--- src/rtl/usb_sie_pkg.sv ---
// Shared types and constants for the USB Serial Interface Engine transmit path.
package usb_sie_pkg;

    typedef enum logic [2:0] {
        ST_IDLE,
        ST_SYNC,
        ST_PID,
        ST_DATA,
        ST_CRC,
        ST_EOP1,
        ST_EOP2,
        ST_EOPJ
    } tx_state_t;

    localparam logic [7:0] SYNC_BYTE = 8'h80;

    localparam logic [7:0] PID_ACK   = 8'hD2;
    localparam logic [7:0] PID_NAK   = 8'h5A;
    localparam logic [7:0] PID_DATA0 = 8'hC3;
    localparam logic [7:0] PID_DATA1 = 8'h4B;

    localparam logic [15:0] CRC16_POLY = 16'h8005;
    localparam logic [15:0] CRC16_INIT = 16'hFFFF;

endpackage

--- src/rtl/usb_crc16_serial.sv ---
// Bit-serial CRC16 (poly 0x8005) with synchronous clear and per-bit enable.
module usb_crc16_serial
    import usb_sie_pkg::*;
(
    input  logic        clk,
    input  logic        rst,
    input  logic        i_clear,
    input  logic        i_enable,
    input  logic        i_bit,
    output logic [15:0] o_crc
);

    logic [15:0] r_crc;
    logic        w_fb;

    assign w_fb  = i_bit ^ r_crc[15];
    assign o_crc = r_crc;

    always_ff @(posedge clk or posedge rst) begin
        if (rst) begin
            r_crc <= CRC16_INIT;
        end else if (i_clear) begin
            r_crc <= CRC16_INIT;
        end else if (i_enable) begin
            r_crc <= {r_crc[14:0], 1'b0} ^ (w_fb ? CRC16_POLY : 16'h0000);
        end
    end

endmodule

--- src/rtl/usb_tx_sequencer.sv ---
// USB transmit packet sequencer: SYNC, PID, payload, optional CRC16, EOP.
// Optional CRC16 engine is compiled in with the TX_CRC16_EN macro.
module usb_tx_sequencer
    import usb_sie_pkg::*;
#(
    parameter int         MAX_BYTES    = 64,
    parameter logic [7:0] SYNC_PATTERN = SYNC_BYTE
) (
    input  logic       clk,
    input  logic       rst,
    input  logic       start,
    input  logic [7:0] pid,
    input  logic       payload_en,
    input  logic       crc_en,
    input  logic [7:0] byte_data,
    input  logic       byte_valid,
    input  logic       byte_last,
    output logic       byte_ready,
    input  logic       stuff_en_ok,
    output logic       bs_enable,
    output logic       bs_data,
    output logic       eop,
    output logic       busy,
    output logic       done,
    output logic       err
);

    localparam int CW = $clog2(MAX_BYTES + 1);

    tx_state_t       r_state, w_state_nx;
    logic [7:0]      r_shift, w_shift_nx;
    logic [3:0]      r_idx, w_idx_nx;
    logic [CW-1:0]   r_cnt, w_cnt_nx;
    logic            r_last, w_last_nx;
    logic            r_err_seen, w_err_nx;
    logic [7:0]      r_pid;
    logic            r_payload_en;

    logic            w_start_ok;
    logic            w_consume;
    logic            w_fetch_pt;
    logic            w_full;
    logic            w_crc_go;
    logic            w_crc_bit;

    assign w_start_ok = (r_state == ST_IDLE) && start;
    assign bs_enable  = (r_state == ST_SYNC) || (r_state == ST_PID) ||
                        (r_state == ST_DATA) || (r_state == ST_CRC);
    assign w_consume  = bs_enable & ~stuff_en_ok;

    // Byte fetch happens on the final bit of PID (when payload follows) or of a non-last data byte.
    assign w_fetch_pt = w_consume && (r_idx == 4'd7) &&
                        (((r_state == ST_PID) && r_payload_en) ||
                         ((r_state == ST_DATA) && !r_last));
    assign w_full     = (r_cnt == CW'(MAX_BYTES));
    assign byte_ready = w_fetch_pt & ~w_full & byte_valid;
    assign err        = w_fetch_pt & (w_full | ~byte_valid);

    assign eop     = (r_state == ST_EOP1) || (r_state == ST_EOP2);
    assign busy    = (r_state != ST_IDLE);
    assign done    = (r_state == ST_EOPJ) && !r_err_seen;
    assign bs_data = bs_enable & ((r_state == ST_CRC) ? w_crc_bit : r_shift[0]);

`ifdef TX_CRC16_EN
    logic        r_crc_en;
    logic [15:0] w_crc16;

    always_ff @(posedge clk or posedge rst) begin
        if (rst) begin
            r_crc_en <= 1'b0;
        end else if (w_start_ok) begin
            r_crc_en <= crc_en;
        end
    end

    usb_crc16_serial u_crc16 (
        .clk      (clk),
        .rst      (rst),
        .i_clear  (w_start_ok),
        .i_enable (w_consume && (r_state == ST_DATA)),
        .i_bit    (r_shift[0]),
        .o_crc    (w_crc16)
    );

    assign w_crc_go  = r_crc_en;
    assign w_crc_bit = ~w_crc16[r_idx];
`else
    logic w_unused_crc_en;

    assign w_unused_crc_en = crc_en;
    assign w_crc_go        = 1'b0;
    assign w_crc_bit       = 1'b0;
`endif

    always_comb begin
        w_state_nx = r_state;
        w_shift_nx = r_shift;
        w_idx_nx   = r_idx;
        w_cnt_nx   = r_cnt;
        w_last_nx  = r_last;
        w_err_nx   = r_err_seen;

        if (w_consume) begin
            w_shift_nx = {1'b0, r_shift[7:1]};
            w_idx_nx   = r_idx + 4'd1;
        end

        case (r_state)
            ST_IDLE: begin
                if (start) begin
                    w_state_nx = ST_SYNC;
                    w_shift_nx = SYNC_PATTERN;
                    w_idx_nx   = '0;
                    w_cnt_nx   = '0;
                    w_last_nx  = 1'b0;
                    w_err_nx   = 1'b0;
                end
            end
            ST_SYNC: begin
                if (w_consume && (r_idx == 4'd7)) begin
                    w_state_nx = ST_PID;
                    w_shift_nx = r_pid;
                    w_idx_nx   = '0;
                end
            end
            ST_PID, ST_DATA: begin
                if (w_consume && (r_idx == 4'd7)) begin
                    w_idx_nx = '0;
                    if (w_fetch_pt) begin
                        if (byte_ready) begin
                            w_state_nx = ST_DATA;
                            w_shift_nx = byte_data;
                            w_cnt_nx   = r_cnt + 1'b1;
                            w_last_nx  = byte_last;
                        end else begin
                            w_state_nx = ST_EOP1;
                            w_err_nx   = 1'b1;
                        end
                    end else begin
                        w_state_nx = w_crc_go ? ST_CRC : ST_EOP1;
                    end
                end
            end
            ST_CRC: begin
                if (w_consume && (r_idx == 4'd15)) begin
                    w_state_nx = ST_EOP1;
                    w_idx_nx   = '0;
                end
            end
            ST_EOP1: w_state_nx = ST_EOP2;
            ST_EOP2: w_state_nx = ST_EOPJ;
            ST_EOPJ: w_state_nx = ST_IDLE;
            default: w_state_nx = ST_IDLE;
        endcase
    end

    always_ff @(posedge clk or posedge rst) begin
        if (rst) begin
            r_state      <= ST_IDLE;
            r_shift      <= '0;
            r_idx        <= '0;
            r_cnt        <= '0;
            r_last       <= 1'b0;
            r_err_seen   <= 1'b0;
            r_pid        <= '0;
            r_payload_en <= 1'b0;
        end else begin
            r_state    <= w_state_nx;
            r_shift    <= w_shift_nx;
            r_idx      <= w_idx_nx;
            r_cnt      <= w_cnt_nx;
            r_last     <= w_last_nx;
            r_err_seen <= w_err_nx;
            if (w_start_ok) begin
                r_pid        <= pid;
                r_payload_en <= payload_en;
            end
        end
    end

endmodule

--- config.mk ---
export PLATFORM = sky130hd
export DESIGN_NAME = usb_tx_sequencer
export DESIGN_NICKNAME = d
export VERILOG_FILES = /design/src/rtl/usb_sie_pkg.sv /design/src/rtl/usb_crc16_serial.sv /design/src/rtl/usb_tx_sequencer.sv
export SDC_FILE = /design/constraint.sdc
export NUM_CORES = 1
export LEC_CHECK = 0
export BUFFER_PORTS_ARGS = -buffer_cell sky130_fd_sc_hd__buf_2
export CAP_MARGIN = 20
export CORE_UTILIZATION = 57
export CTS_CLUSTER_DIAMETER = 100
export CTS_CLUSTER_SIZE = 40
export DETAILED_ROUTE_END_ITERATION = 10
export GPL_TIMING_DRIVEN = 0
export PLACE_DENSITY = 0.81
export SYNTH_ARGS = -nofsm -noshare
export SYNTH_HDL_FRONTEND = slang
export SYNTH_SLANG_ARGS = --single-unit
export TNS_END_PERCENT = 10
--- constraint.sdc ---
create_clock -name clk -period 5.6 [get_ports clk]
set_clock_uncertainty 0.05 [all_clocks]
set_input_delay 0.56 -clock clk [delete_from_list [all_inputs] [get_ports clk]]
set_output_delay 0.56 -clock clk [all_outputs]
set_load 0.01 [all_outputs]
==> out/qor.txt <==
PLACE
--------------------------------------------------------------------------------
DPL Wire Length ...................................................      2.82 mm
Global placement routability congestion ...........................        0.843
Number of buffers inserted by port buffering ......................           29
Placed Cells incl. Taps ...........................................          252

LAYOUT
--------------------------------------------------------------------------------
Count of nets after finishing .....................................          242
Area added between synthesis and finish ...........................        15.6%
Fraction of final layout cells sized beyond drive strength 1 ......        0.270
FILL cells ........................................................          235
Finished Layout Cells .............................................          259
Antenna diode count ...............................................            0

CLOCKING
--------------------------------------------------------------------------------
Largest buffer count on any clock path ............................            2
Hold buffers post-CTS .............................................            0
H-tree levels .....................................................            2
Post-CTS Setup Repair Bufs ........................................            0
Clock tree from TritonCTS .........................................          yes
Worst-Skew Late Latency ...........................................       350 ps
Number of sinks driven by the clock tree ..........................           33
Number of cells upsized or downsized after cts ....................            0
Number of CTS-inserted buffers ....................................            5
Reg clk slew, reported paths ......................................       100 ps
Clock root buffer ................................................. sky130_fd_sc_hd__clkbuf_4

LOGIC SYNTHESIS
--------------------------------------------------------------------------------
Combinational family with the most area after synthesis ........... simple AND/OR/NAND/NOR gates
Fraction of synthesized cell area taken by the top area cell type .        0.456
Most frequent cells after synthesis ............................... sky130_fd_sc_hd__dfrtp_1 (33), sky130_fd_sc_hd__nand2_1 (20), sky130_fd_sc_hd__mux2i_1 (16)
Area share of xor/xnor cells in the synthesized design ............       0.0194
Syn avg cell area .................................................   10.2 sq um
Leading cell type by number of instances after synthesis .......... sky130_fd_sc_hd__dfrtp_1
Count of unique library cells instantiated by Yosys ...............           43
Synth area leader ................................................. sky130_fd_sc_hd__dfrtp_1
Synth Area in Simple Gates ........................................        0.203
Synth warnings ....................................................            0
Synth top area cells .............................................. sky130_fd_sc_hd__dfrtp_1 (46%), sky130_fd_sc_hd__mux2i_1 (8.8%), sky130_fd_sc_hd__mux2_2 (6.8%), sky130_fd_sc_hd__nand2_1 (4.1%), sky130_fd_sc_hd__nand3_1 (3.3%)
Sequential cell area fraction in the yosys report .................        0.456
Compound-cell area share of the yosys netlist .....................       0.0995
Area share of fa/ha/maj cells after synthesis .....................       0.0207
Syn nets ..........................................................          205
Synthesized flop and latch total ..................................           33
Combined area of all synthesized cells ............................ 0.00181 sq mm
Most common flop cell mapped by yosys ............................. sky130_fd_sc_hd__dfrtp_1
Count of flip-flops with a built-in enable after synthesis ........            0
Post-synthesis mux area share .....................................        0.157
Asr flop ratio synth ..............................................         1.00
Syn Inst Count ....................................................          178

STA
--------------------------------------------------------------------------------
Transition time at the pin with the least slew margin .............       675 ps
Unrepaired setup endpoints after global routing ...................        false
Final-report max-slew violation count .............................            0
Min cycle time layout .............................................      2870 ps
Summed negative setup slack over all endpoints ....................         0 ps
Worst slew margin .................................................        0.550
Final Hold Fails ..................................................            0
Crit share post-route .............................................        0.512
Number of failing setup endpoints in the final timing report ......            0
Achievable frequency ..............................................      349 MHz

GLOBAL ROUTE
--------------------------------------------------------------------------------
First-pass GRT wire length ........................................      6.55 mm
GRT Resource Usage Total ..........................................        0.259
Antenna violations before repair ..................................            0
Overflow after GRT ................................................            0
Pin count of the biggest net entering global routing ..............           20
Via count of the first global-routing pass ........................         1503

FLOORPLAN
--------------------------------------------------------------------------------
Die X ............................................................. 58.4 microns
Row Count .........................................................           20
Initial Util ......................................................        0.598
Ports .............................................................           31
Area of the core .................................................. 0.00303 sq mm
Die height ........................................................ 58.4 microns
Die Outline Area .................................................. 0.00341 sq mm

SETUP PATH
--------------------------------------------------------------------------------
Data arrival time of the critical path ............................      2260 ps
Maximum fanout along the worst path ...............................           10
Number of cells on the worst reg-to-reg path ......................            7
Worst setup path class ............................................   reg -> out
Required time at the worst-slack endpoint .........................      4990 ps
Sort of element at the start of the critical path .................         flop
CP Capture Type ...................................................  output port

ROUTE
--------------------------------------------------------------------------------
Violation count after the first detailed-route iteration ..........           75
Via density .......................................................         5.72
Final routed DRC violation total ..................................            0
First-pass detailed-route iteration total .........................            4
Count of vias placed by the detailed router .......................         1482
DRT antenna net count .............................................            0
WL/cell ........................................................... 15.3 microns
Post-detailed-routing wire length .................................      3.95 mm

OUTCOME
--------------------------------------------------------------------------------
Outcome ...........................................................    completed

FLOW RUN
--------------------------------------------------------------------------------
Number of maximum-capacitance constraint violations ...............            0

POWER
--------------------------------------------------------------------------------
Peak supply drop ..................................................   0.000296 V
Leakage ...........................................................   0.00102 uW
Power per cell area ...............................................  398 mW/mm^2

HOLD PATH
--------------------------------------------------------------------------------
Kind of path behind the tightest hold check .......................  in -> async

[flip-flops by register name (all words and copies together), names as in the netlist]
signal,flops
r_pid,8
r_shift,8
r_cnt,7
r_idx,4
r_state,3
r_err_seen,1
r_last,1
r_payload_en,1
[layout by cell type (no fill, tap or decap), types with 5 or more instances in the layout]
master                     count
sky130_fd_sc_hd__buf_2        33
sky130_fd_sc_hd__nand2_1      20
sky130_fd_sc_hd__nand2b_1      5
sky130_fd_sc_hd__nand3_1      12
sky130_fd_sc_hd__nor2_1       11
sky130_fd_sc_hd__o211ai_1      6
sky130_fd_sc_hd__mux2i_1      16
sky130_fd_sc_hd__clkbuf_4      5
sky130_fd_sc_hd__mux2_2       11
sky130_fd_sc_hd__dfrtp_1      33
sky130_fd_sc_hd__inv_1         7
[per-stage QoR]
step	worst slack [ps]	hold WS [ps]	util	cell area, sq um	total power [uW]
2_1_floorplan	3500	400	-	1810	606
3_3_place_gp	3230	421	0.664	2010	666
3_5_place_dp	3160	422	0.673	2040	691
4_1_cts	2790	264	0.691	2090	829
5_1_grt	2540	289	0.691	2090	874
6_report	2730	243	0.691	2090	832
[critical path, cell delays in order (launching register included)]
cell                       delay, ps
sky130_fd_sc_hd__dfrtp_1         420
sky130_fd_sc_hd__inv_1            60
sky130_fd_sc_hd__ha_1            190
sky130_fd_sc_hd__nor4b_1         140
sky130_fd_sc_hd__nand3b_1        230
sky130_fd_sc_hd__clkbuf_1        470
sky130_fd_sc_hd__and4_1          280
sky130_fd_sc_hd__buf_2           130
[kinds of logic after synthesis]
group	Yosys count
adders and majority gates	3
and+or+nand+nor	70
AOI/OAI and AO/OA	24
DFF	33
buffers and inverters	17
xor gates and xnor gates	4
muxes	27
[metal layers]
layer | up-vias | GRT usage | part of all wire
met5 | - | 0 | 0
met4 | 0 | 0.136 | 0.021
met3 | 10 | 0.0835 | 0.063
met2 | 54 | 0.409 | 0.48
met1 | 703 | 0.317 | 0.44
li1 | 715 | - | -
[power breakdown]
group          switching (uW)  leakage, uW  internal [uW]
sequential               55.9     0.000427            320
combinational             162     0.000559            153
clock                    82.0    0.0000314           59.2
total                     300      0.00102            532
[area by class of cell]
type                       instances  area [sq um]  share of cell area
buffer                            10          53.8              0.0257
clock buffer                       7          55.1              0.0263
inverter                           7          26.3              0.0126
multi-input combinational        128           905               0.432
sequential                        33           826               0.395
tap                               44          55.1              0.0263
timing repair buffer              30           173              0.0825
[worst paths after layout]
| check | startpoint | endpoint | slack (ps) |
|---|---|---|---|
| max reg2reg | r_cnt[0] | r_cnt[2] | 3560 |
| min | rst | r_idx[1] | 240 |
| max in group asynchronous | rst | r_pid[0] | 4730 |
| min in group clk | byte_last | r_last | 380 |
| max | r_cnt[0] | byte_ready | 2730 |
| min reg2reg | r_err_seen | r_err_seen | 440 |
(Power assumes the default switching activity.)
